$ cat config.mk
export PLATFORM = sky130hd
export DESIGN_NAME = axi_hp_write_arbiter_flat
export DESIGN_NICKNAME = d
export VERILOG_FILES = /design/src/rtl/axi_hp_write_arbiter_if.sv /design/src/rtl/axi_hp_write_arbiter.sv /design/src/flat_wrapper.sv
export SDC_FILE = /design/constraint.sdc
export NUM_CORES = 1
export LEC_CHECK = 0
export BUFFER_PORTS_ARGS = -buffer_cell sky130_fd_sc_hd__buf_2
export CAP_MARGIN = 20
export CORE_AREA = 3 3 168 170
export CTS_CLUSTER_SIZE = 24
export DETAILED_ROUTE_END_ITERATION = 8
export DIE_AREA = 0 0 171 173
export SETUP_SLACK_MARGIN = 0.1
export SYNTH_ARGS = -nofsm -noshare
export SYNTH_HDL_FRONTEND = slang
export SYNTH_SLANG_ARGS = --single-unit
$ cat constraint.sdc
create_clock -name aclk -period 4.7 [get_ports aclk]
set_clock_uncertainty 0.1 [all_clocks]
set_input_delay 0 -clock aclk [delete_from_list [all_inputs] [get_ports aclk]]
set_output_delay 0 -clock aclk [all_outputs]
set_load 0.005 [all_outputs]
$ cat src/rtl/axi_hp_write_arbiter_if.sv
// One AXI3 write-only port (AW, W, B). The arbiter takes two as slave-side
// sources and drives one towards the PS HP port as master.
interface axi_hp_write_arbiter_if #(
   parameter int ID_W   = 6,
   parameter int ADDR_W = 32,
   parameter int DATA_W = 64
);
   // Every channel uses standard AXI valid/ready: a beat transfers on the rising
   // edge where both are high, and the sender holds its payload stable until then.
   logic [ID_W-1:0]     awid;
   logic [ADDR_W-1:0]   awaddr;
   logic [3:0]          awlen;
   logic [2:0]          awsize;
   logic [1:0]          awburst;
   logic [3:0]          awcache;
   logic                awvalid;
   logic                awready;
   logic [ID_W-1:0]     wid;
   logic [DATA_W-1:0]   wdata;
   logic [DATA_W/8-1:0] wstrb;
   logic                wlast;
   logic                wvalid;
   logic                wready;
   logic [ID_W-1:0]     bid;
   logic [1:0]          bresp;
   logic                bvalid;
   logic                bready;

   modport master (
      output awid, awaddr, awlen, awsize, awburst, awcache, awvalid,
      input  awready,
      output wid, wdata, wstrb, wlast, wvalid,
      input  wready,
      input  bid, bresp, bvalid,
      output bready
   );

   modport slave (
      input  awid, awaddr, awlen, awsize, awburst, awcache, awvalid,
      output awready,
      input  wid, wdata, wstrb, wlast, wvalid,
      output wready,
      output bid, bresp, bvalid,
      input  bready
   );
endinterface

$ cat src/rtl/axi_hp_write_arbiter.sv
// Two-to-one AXI3 write arbiter: round-robin AW grants, W routed in grant order
// through a small order FIFO, B routed back by the source bit in the ID MSB.
module axi_hp_write_arbiter #(
   parameter int AXI_ID_WIDTH   = 6,
   parameter int AXI_ADDR_WIDTH = 32,
   parameter int AXI_DATA_WIDTH = 64,
   parameter int ORDER_DEPTH    = 4
) (
   input  logic                          aclk,
   input  logic                          aresetn,
   axi_hp_write_arbiter_if.slave         s0_axi,
   axi_hp_write_arbiter_if.slave         s1_axi,
   axi_hp_write_arbiter_if.master        m_axi,
   output logic [1:0]                    sts_data,
   output logic                          dbg_state_o
);
   localparam int PW = $clog2(ORDER_DEPTH);
   localparam int IW = AXI_ID_WIDTH;

   typedef enum logic {ST_IDLE = 1'b0, ST_ISSUE = 1'b1} state_e;

   state_e                      state_q;
   logic                        last_q;
   logic [ORDER_DEPTH-1:0]      fifo_q;
   logic [PW-1:0]               wr_ptr_q, rd_ptr_q;
   logic [PW:0]                 count_q, count_d;
   logic [1:0]                  sts_q, sts_d;
   logic [IW-1:0]               awid_q;
   logic [AXI_ADDR_WIDTH-1:0]   awaddr_q;
   logic [3:0]                  awlen_q, awcache_q;
   logic [2:0]                  awsize_q;
   logic [1:0]                  awburst_q;

   logic          full, empty, head, gnt_valid, gnt_idx, pop, b_sel;
   logic [PW-1:0] off;
   logic          unused_id_msbs;

   assign full  = (count_q == (PW+1)'(ORDER_DEPTH));
   assign empty = (count_q == '0);
   assign head  = fifo_q[rd_ptr_q];

   // On a tie the source that did not win last time gets the grant.
   always_comb begin
      gnt_idx = s1_axi.awvalid;
      if (s0_axi.awvalid && s1_axi.awvalid) gnt_idx = ~last_q;
   end

   assign gnt_valid      = aresetn && (state_q == ST_IDLE) && !full &&
                           (s0_axi.awvalid || s1_axi.awvalid);
   assign s0_axi.awready = gnt_valid && !gnt_idx;
   assign s1_axi.awready = gnt_valid && gnt_idx;

   assign m_axi.awvalid = (state_q == ST_ISSUE);
   assign m_axi.awid    = awid_q;
   assign m_axi.awaddr  = awaddr_q;
   assign m_axi.awlen   = awlen_q;
   assign m_axi.awsize  = awsize_q;
   assign m_axi.awburst = awburst_q;
   assign m_axi.awcache = awcache_q;

   assign m_axi.wvalid  = !empty && (head ? s1_axi.wvalid : s0_axi.wvalid);
   assign m_axi.wid     = {head, head ? s1_axi.wid[IW-2:0] : s0_axi.wid[IW-2:0]};
   assign m_axi.wdata   = head ? s1_axi.wdata : s0_axi.wdata;
   assign m_axi.wstrb   = head ? s1_axi.wstrb : s0_axi.wstrb;
   assign m_axi.wlast   = head ? s1_axi.wlast : s0_axi.wlast;
   assign s0_axi.wready = !empty && !head && m_axi.wready;
   assign s1_axi.wready = !empty && head && m_axi.wready;
   assign pop           = m_axi.wvalid && m_axi.wready && m_axi.wlast;

   assign b_sel         = m_axi.bid[IW-1];
   assign s0_axi.bvalid = aresetn && m_axi.bvalid && !b_sel;
   assign s1_axi.bvalid = aresetn && m_axi.bvalid && b_sel;
   assign s0_axi.bid    = {1'b0, m_axi.bid[IW-2:0]};
   assign s1_axi.bid    = {1'b0, m_axi.bid[IW-2:0]};
   assign s0_axi.bresp  = m_axi.bresp;
   assign s1_axi.bresp  = m_axi.bresp;
   assign m_axi.bready  = aresetn && m_axi.bvalid && (b_sel ? s1_axi.bready : s0_axi.bready);

   assign unused_id_msbs = ^{s0_axi.awid[IW-1], s1_axi.awid[IW-1],
                             s0_axi.wid[IW-1], s1_axi.wid[IW-1]};

   always_comb begin
      count_d = count_q;
      if (gnt_valid && !pop)      count_d = count_q + 1'b1;
      else if (!gnt_valid && pop) count_d = count_q - 1'b1;
   end

   // An entry is live when its distance from the read pointer is below the count.
   always_comb begin
      sts_d = '0;
      off   = '0;
      for (int i = 0; i < ORDER_DEPTH; i++) begin
         off = PW'(i) - rd_ptr_q;
         if ({1'b0, off} < count_q) sts_d[fifo_q[i]] = 1'b1;
      end
   end

   always_ff @(posedge aclk) begin
      if (!aresetn) begin
         state_q   <= ST_IDLE;
         last_q    <= 1'b1;
         fifo_q    <= '0;
         wr_ptr_q  <= '0;
         rd_ptr_q  <= '0;
         count_q   <= '0;
         sts_q     <= '0;
         awid_q    <= '0;
         awaddr_q  <= '0;
         awlen_q   <= '0;
         awsize_q  <= '0;
         awburst_q <= '0;
         awcache_q <= '0;
      end else begin
         count_q <= count_d;
         sts_q   <= sts_d;
         if (pop) rd_ptr_q <= rd_ptr_q + 1'b1;
         case (state_q)
            ST_IDLE: begin
               if (gnt_valid) begin
                  fifo_q[wr_ptr_q] <= gnt_idx;
                  wr_ptr_q  <= wr_ptr_q + 1'b1;
                  last_q    <= gnt_idx;
                  awid_q    <= {gnt_idx, gnt_idx ? s1_axi.awid[IW-2:0] : s0_axi.awid[IW-2:0]};
                  awaddr_q  <= gnt_idx ? s1_axi.awaddr  : s0_axi.awaddr;
                  awlen_q   <= gnt_idx ? s1_axi.awlen   : s0_axi.awlen;
                  awsize_q  <= gnt_idx ? s1_axi.awsize  : s0_axi.awsize;
                  awburst_q <= gnt_idx ? s1_axi.awburst : s0_axi.awburst;
                  awcache_q <= gnt_idx ? s1_axi.awcache : s0_axi.awcache;
                  state_q   <= ST_ISSUE;
               end
            end
            ST_ISSUE: begin
               if (m_axi.awready) state_q <= ST_IDLE;
            end
            default: state_q <= ST_IDLE;
         endcase
      end
   end

   assign sts_data    = sts_q;
   assign dbg_state_o = state_q;
endmodule

$ cat src/flat_wrapper.sv
// flat-port wrapper written by rule: the top's interface ports become plain ports
module axi_hp_write_arbiter_flat 
#(
   parameter int AXI_ID_WIDTH   = 6,
   parameter int AXI_ADDR_WIDTH = 32,
   parameter int AXI_DATA_WIDTH = 64,
   parameter int ORDER_DEPTH    = 4
)
  (aclk, aresetn, sts_data, dbg_state_o, s0_axi_awid, s0_axi_awaddr, s0_axi_awlen, s0_axi_awsize, s0_axi_awburst, s0_axi_awcache, s0_axi_awvalid, s0_axi_awready, s0_axi_wid, s0_axi_wdata, s0_axi_wstrb, s0_axi_wlast, s0_axi_wvalid, s0_axi_wready, s0_axi_bid, s0_axi_bresp, s0_axi_bvalid, s0_axi_bready, s1_axi_awid, s1_axi_awaddr, s1_axi_awlen, s1_axi_awsize, s1_axi_awburst, s1_axi_awcache, s1_axi_awvalid, s1_axi_awready, s1_axi_wid, s1_axi_wdata, s1_axi_wstrb, s1_axi_wlast, s1_axi_wvalid, s1_axi_wready, s1_axi_bid, s1_axi_bresp, s1_axi_bvalid, s1_axi_bready, m_axi_awid, m_axi_awaddr, m_axi_awlen, m_axi_awsize, m_axi_awburst, m_axi_awcache, m_axi_awvalid, m_axi_awready, m_axi_wid, m_axi_wdata, m_axi_wstrb, m_axi_wlast, m_axi_wvalid, m_axi_wready, m_axi_bid, m_axi_bresp, m_axi_bvalid, m_axi_bready);
  axi_hp_write_arbiter_if #(.ID_W((6)), .ADDR_W((32)), .DATA_W((64))) s0_axi_i ();
  axi_hp_write_arbiter_if #(.ID_W((6)), .ADDR_W((32)), .DATA_W((64))) s1_axi_i ();
  axi_hp_write_arbiter_if #(.ID_W((6)), .ADDR_W((32)), .DATA_W((64))) m_axi_i ();
  input  logic aclk;
  input  logic aresetn;
  output logic [1:0] sts_data;
  output logic dbg_state_o;
  input wire logic [$bits(s0_axi_i.awid)-1:0] s0_axi_awid;
  input wire logic [$bits(s0_axi_i.awaddr)-1:0] s0_axi_awaddr;
  input wire logic [$bits(s0_axi_i.awlen)-1:0] s0_axi_awlen;
  input wire logic [$bits(s0_axi_i.awsize)-1:0] s0_axi_awsize;
  input wire logic [$bits(s0_axi_i.awburst)-1:0] s0_axi_awburst;
  input wire logic [$bits(s0_axi_i.awcache)-1:0] s0_axi_awcache;
  input wire logic [$bits(s0_axi_i.awvalid)-1:0] s0_axi_awvalid;
  output wire logic [$bits(s0_axi_i.awready)-1:0] s0_axi_awready;
  input wire logic [$bits(s0_axi_i.wid)-1:0] s0_axi_wid;
  input wire logic [$bits(s0_axi_i.wdata)-1:0] s0_axi_wdata;
  input wire logic [$bits(s0_axi_i.wstrb)-1:0] s0_axi_wstrb;
  input wire logic [$bits(s0_axi_i.wlast)-1:0] s0_axi_wlast;
  input wire logic [$bits(s0_axi_i.wvalid)-1:0] s0_axi_wvalid;
  output wire logic [$bits(s0_axi_i.wready)-1:0] s0_axi_wready;
  output wire logic [$bits(s0_axi_i.bid)-1:0] s0_axi_bid;
  output wire logic [$bits(s0_axi_i.bresp)-1:0] s0_axi_bresp;
  output wire logic [$bits(s0_axi_i.bvalid)-1:0] s0_axi_bvalid;
  input wire logic [$bits(s0_axi_i.bready)-1:0] s0_axi_bready;
  input wire logic [$bits(s1_axi_i.awid)-1:0] s1_axi_awid;
  input wire logic [$bits(s1_axi_i.awaddr)-1:0] s1_axi_awaddr;
  input wire logic [$bits(s1_axi_i.awlen)-1:0] s1_axi_awlen;
  input wire logic [$bits(s1_axi_i.awsize)-1:0] s1_axi_awsize;
  input wire logic [$bits(s1_axi_i.awburst)-1:0] s1_axi_awburst;
  input wire logic [$bits(s1_axi_i.awcache)-1:0] s1_axi_awcache;
  input wire logic [$bits(s1_axi_i.awvalid)-1:0] s1_axi_awvalid;
  output wire logic [$bits(s1_axi_i.awready)-1:0] s1_axi_awready;
  input wire logic [$bits(s1_axi_i.wid)-1:0] s1_axi_wid;
  input wire logic [$bits(s1_axi_i.wdata)-1:0] s1_axi_wdata;
  input wire logic [$bits(s1_axi_i.wstrb)-1:0] s1_axi_wstrb;
  input wire logic [$bits(s1_axi_i.wlast)-1:0] s1_axi_wlast;
  input wire logic [$bits(s1_axi_i.wvalid)-1:0] s1_axi_wvalid;
  output wire logic [$bits(s1_axi_i.wready)-1:0] s1_axi_wready;
  output wire logic [$bits(s1_axi_i.bid)-1:0] s1_axi_bid;
  output wire logic [$bits(s1_axi_i.bresp)-1:0] s1_axi_bresp;
  output wire logic [$bits(s1_axi_i.bvalid)-1:0] s1_axi_bvalid;
  input wire logic [$bits(s1_axi_i.bready)-1:0] s1_axi_bready;
  output wire logic [$bits(m_axi_i.awid)-1:0] m_axi_awid;
  output wire logic [$bits(m_axi_i.awaddr)-1:0] m_axi_awaddr;
  output wire logic [$bits(m_axi_i.awlen)-1:0] m_axi_awlen;
  output wire logic [$bits(m_axi_i.awsize)-1:0] m_axi_awsize;
  output wire logic [$bits(m_axi_i.awburst)-1:0] m_axi_awburst;
  output wire logic [$bits(m_axi_i.awcache)-1:0] m_axi_awcache;
  output wire logic [$bits(m_axi_i.awvalid)-1:0] m_axi_awvalid;
  input wire logic [$bits(m_axi_i.awready)-1:0] m_axi_awready;
  output wire logic [$bits(m_axi_i.wid)-1:0] m_axi_wid;
  output wire logic [$bits(m_axi_i.wdata)-1:0] m_axi_wdata;
  output wire logic [$bits(m_axi_i.wstrb)-1:0] m_axi_wstrb;
  output wire logic [$bits(m_axi_i.wlast)-1:0] m_axi_wlast;
  output wire logic [$bits(m_axi_i.wvalid)-1:0] m_axi_wvalid;
  input wire logic [$bits(m_axi_i.wready)-1:0] m_axi_wready;
  input wire logic [$bits(m_axi_i.bid)-1:0] m_axi_bid;
  input wire logic [$bits(m_axi_i.bresp)-1:0] m_axi_bresp;
  input wire logic [$bits(m_axi_i.bvalid)-1:0] m_axi_bvalid;
  output wire logic [$bits(m_axi_i.bready)-1:0] m_axi_bready;
  assign s0_axi_i.awid = s0_axi_awid;
  assign s0_axi_i.awaddr = s0_axi_awaddr;
  assign s0_axi_i.awlen = s0_axi_awlen;
  assign s0_axi_i.awsize = s0_axi_awsize;
  assign s0_axi_i.awburst = s0_axi_awburst;
  assign s0_axi_i.awcache = s0_axi_awcache;
  assign s0_axi_i.awvalid = s0_axi_awvalid;
  assign s0_axi_awready = s0_axi_i.awready;
  assign s0_axi_i.wid = s0_axi_wid;
  assign s0_axi_i.wdata = s0_axi_wdata;
  assign s0_axi_i.wstrb = s0_axi_wstrb;
  assign s0_axi_i.wlast = s0_axi_wlast;
  assign s0_axi_i.wvalid = s0_axi_wvalid;
  assign s0_axi_wready = s0_axi_i.wready;
  assign s0_axi_bid = s0_axi_i.bid;
  assign s0_axi_bresp = s0_axi_i.bresp;
  assign s0_axi_bvalid = s0_axi_i.bvalid;
  assign s0_axi_i.bready = s0_axi_bready;
  assign s1_axi_i.awid = s1_axi_awid;
  assign s1_axi_i.awaddr = s1_axi_awaddr;
  assign s1_axi_i.awlen = s1_axi_awlen;
  assign s1_axi_i.awsize = s1_axi_awsize;
  assign s1_axi_i.awburst = s1_axi_awburst;
  assign s1_axi_i.awcache = s1_axi_awcache;
  assign s1_axi_i.awvalid = s1_axi_awvalid;
  assign s1_axi_awready = s1_axi_i.awready;
  assign s1_axi_i.wid = s1_axi_wid;
  assign s1_axi_i.wdata = s1_axi_wdata;
  assign s1_axi_i.wstrb = s1_axi_wstrb;
  assign s1_axi_i.wlast = s1_axi_wlast;
  assign s1_axi_i.wvalid = s1_axi_wvalid;
  assign s1_axi_wready = s1_axi_i.wready;
  assign s1_axi_bid = s1_axi_i.bid;
  assign s1_axi_bresp = s1_axi_i.bresp;
  assign s1_axi_bvalid = s1_axi_i.bvalid;
  assign s1_axi_i.bready = s1_axi_bready;
  assign m_axi_awid = m_axi_i.awid;
  assign m_axi_awaddr = m_axi_i.awaddr;
  assign m_axi_awlen = m_axi_i.awlen;
  assign m_axi_awsize = m_axi_i.awsize;
  assign m_axi_awburst = m_axi_i.awburst;
  assign m_axi_awcache = m_axi_i.awcache;
  assign m_axi_awvalid = m_axi_i.awvalid;
  assign m_axi_i.awready = m_axi_awready;
  assign m_axi_wid = m_axi_i.wid;
  assign m_axi_wdata = m_axi_i.wdata;
  assign m_axi_wstrb = m_axi_i.wstrb;
  assign m_axi_wlast = m_axi_i.wlast;
  assign m_axi_wvalid = m_axi_i.wvalid;
  assign m_axi_i.wready = m_axi_wready;
  assign m_axi_i.bid = m_axi_bid;
  assign m_axi_i.bresp = m_axi_bresp;
  assign m_axi_i.bvalid = m_axi_bvalid;
  assign m_axi_bready = m_axi_i.bready;
  axi_hp_write_arbiter #(.AXI_ID_WIDTH(AXI_ID_WIDTH), .AXI_ADDR_WIDTH(AXI_ADDR_WIDTH), .AXI_DATA_WIDTH(AXI_DATA_WIDTH), .ORDER_DEPTH(ORDER_DEPTH)) u_core (.aclk(aclk), .aresetn(aresetn), .s0_axi(s0_axi_i), .s1_axi(s1_axi_i), .m_axi(m_axi_i), .sts_data(sts_data), .dbg_state_o(dbg_state_o));
endmodule
==> results.toml <==
[clock_network]
insertion_delay_ns = 0.32
cts_root_buf = "clkbuf_16"
post_cts_buffers = 0
clkTransAtPathRegs_ns = 0.05
cts_tree = "done"
cts.htree.levels = 3
clock_sinks = 66
clk_path_buf_depth = 2
numCtsBuffers = 9

[pwr]
p_leak_nw = 4.13
p_int_mw = 1.49
seqPwrFrac = 0.318
swShare = 0.337
p_switching_uw = 756
powerDensity_nw_per_um2 = 286
share_clk_of_total_power = 0.279
vdd.ir_drop.worst_v = 0.000135
combPwrFrac = 0.403

[grt]
grt_remaining_overflow = 0
first_global_vias = 5740
antenna_found_initial = 10
grt_first_pass_wirelength_mm = 34.0
use_met3 = 0.0448
grt-busiest-layer = "met2"
grtUsageMet1 = 0.148
grt_usage = 0.151
met2_usage = 0.300
grt_max_degree = 102

[yosys]
yosysSeqAreaShare = 0.309
synth_most_common_cell = "nand2_1"
synth_area_leaders = "dfxtp_1 31%, nand2_1 22%, mux2i_1 12%, a211oi_1 8.8%, nor2_1 5.2%"
netlist.area_leader.share = 0.309
synthTopCellsByCount = "246 x nand2_1, 66 x dfxtp_1, 59 x nor2_1, 53 x mux2i_1, 50 x a211oi_1"
async_flop_share = 0
synth_edf_count = 0
yosys_warnings = 0
syn_inst = 617
ys_ff_latch = 66
synth.distinct_cells = 36
syn-cell-area_um2 = 4280
yosys.area.top_type = "dfxtp_1"
avgSynthCellArea_um2 = 6.94
synth_flop_cell = "dfxtp_1"

[critical_path]
crit_required_ns = 4.60
slowest_stage = "buf_4"
crit_path_frequent_cell = "buf_2"
max_stage_delay_ns = 0.72
path_class = "in -> out"
path_buf_inv = 6
endpoint_kind = "primary output"
worstSetupStartpointType = "input pin"
path_depth = 9
crit_chain = "dlygate4sd3_1 -> buf_2 -> nand2b_1 -> or3_1 -> clkinv_2 -> buf_4 -> nand2_1 -> inv_1 -> buf_2"
cp_data_arrival_time_ns = 2.81
reg2reg_depth = 5
crit_path_max_fanout = 101
crit_family = "buffers and inverters"

[routing]
drc_errors = 0
wl_per_cell_um = 16.4
vias_per_cell = 4.08
drt_pre_antenna_iters = 4
routed_wl_mm = 23.6
drt_iter0_drc = 187
postRouteAntennaNets = 0
vias = 5868

[finish]
layout-drive-gt1-share = 0.398
area_delta_synth_final_pct = 83.2
final_cells = 1437
final_nets = 1378
stdcell_area_um2 = 7850

[timing]
fmax_mhz = 344
min_period_over_period = 0.619
finalSetupTns_ns = 0
hold_viol_final = 0
rsz0062_at_grt = "false"
tightest_slew_ns = 1.03
post-route-min-period_ns = 2.91
setup-violations-final = 0
slew_headroom = 0.310
drv_slew = 0

[floorplan]
die_x_um = 171
initial_utilization = 0.159
num_rows = 60
core_um2 = 26900
die_h_um = 173
io_pins = 437
die_area_um2 = 29600

[worst_hold_path]
hold_path_class = "in -> reg"
min_path_cells = 3

[run]
drv_cap = 0

[placed_design]
dp_cells = 1310
dp_hpwl_mm = 18.3
io_buffers = 409
gp_congestion = 0.876
place_area_um2 = 6450

[outcome]
outcome = "finished clean"
cell families after synthesis:
kind of cell / synth area share
xor+xnor: 0.00818
flops: 0.309
simple gates: 0.289
buf+inv: 0.0949
mux: 0.130
fa+ha+maj: 0.0310
compound gates: 0.138
other cells: 0.000876
per-stage QoR:
stage / utilization / setup WS [ns] / hold slack [ns] / power, mW
floorplan: - / 2.00 / -0.0614 / 1.16
global placement: 0.240 / 2.03 / -0.0999 / 1.52
detailed placement: 0.240 / 1.97 / -0.0999 / 1.53
CTS: 0.290 / 1.66 / 0.00424 / 2.27
global route: 0.292 / 1.49 / 0.0156 / 2.42
finish: 0.292 / 1.79 / 0.0119 / 2.24
flip-flops by register name, summed over array words and instances (netlist names):
name                  cells
u_core.sts_data           2
u_core.m_axi.awid         6
u_core.wr_ptr_q           2
u_core.last_q             1
u_core.m_axi.awburst      2
u_core.m_axi.awaddr      32
u_core.m_axi.awsize       3
u_core.m_axi.awcache      4
u_core.count_q            3
u_core.fifo_q             4
u_core.m_axi.awlen        4
u_core.rd_ptr_q           2
u_core.dbg_state_o        1
worst reg2reg max path: cells and delay by family, from the launching register on:
family                 cells  cell delay [ns]
AO/OA/AOI/OAI              2             0.89
flip-flops                 1             0.35
multiplexers               1             0.27
buffers and inverters      2             1.08
cell usage in the layout, fill, tap and decap left out, drive strengths merged, types with 8 or more instances in the layout:
cell,netlist,final
clkbuf,24,12
buf,39,415
dfxtp,66,66
nand2,246,246
nor2,59,59
ha,9,9
mux2i,53,53
a211oi,50,50
o21ai,8,8
a21oi,13,13
dlygate4sd3,0,108
inv,13,12
timing repair:
| action | in CTS | in global routing |
|---|---|---|
| endpoints found under the hold margin | 67 | 1 |
| gates resized for setup | 0 | 0 |
| hold buffers | 107 | 1 |
routing by layer:
layer,wire length (um),part of all wire
met1,8390,0.36
met2,12700,0.54
met4,479,0.020
met3,2050,0.087
met5,0,0
area by class of cell:
cell class | count | area [um^2]
clock inverters | 2 | 12.5
clock buffers | 12 | 267
flip-flops and latches | 66 | 1320
multi-input cells | 476 | 2570
inverters | 13 | 52.6
fillers | 2916 | 19000
well taps | 341 | 427
repair buffers | 523 | 3190
diodes | 4 | 10.0
final timing paths:
kind | start | endpoint | slack, ns
worst min-delay path | s1_axi_awaddr[21] | u_core.m_axi.awaddr[21]$_SDFFE_PN0P_ | 0.01
worst max register to register | u_core.last_q$_SDFFE_PN1P_ | u_core.m_axi.awaddr[12]$_SDFFE_PN0P_ | 1.84
worst max-delay path | aresetn | s1_axi_awready | 1.79
worst min register to register | u_core.m_axi.awid[5]$_SDFFE_PN0P_ | u_core.m_axi.awid[5]$_SDFFE_PN0P_ | 0.36
power by group through the flow:
stage	Sequential, mW	Combinational (mW)	Clock [mW]
after floorplan	0.717	0.446	0
after global placement	0.719	0.801	0
after detailed placement	0.724	0.809	0
after CTS	0.712	0.908	0.654
after global routing	0.725	1.01	0.685
final	0.713	0.902	0.626
Note: power is estimated with default switching activity, not from simulation.
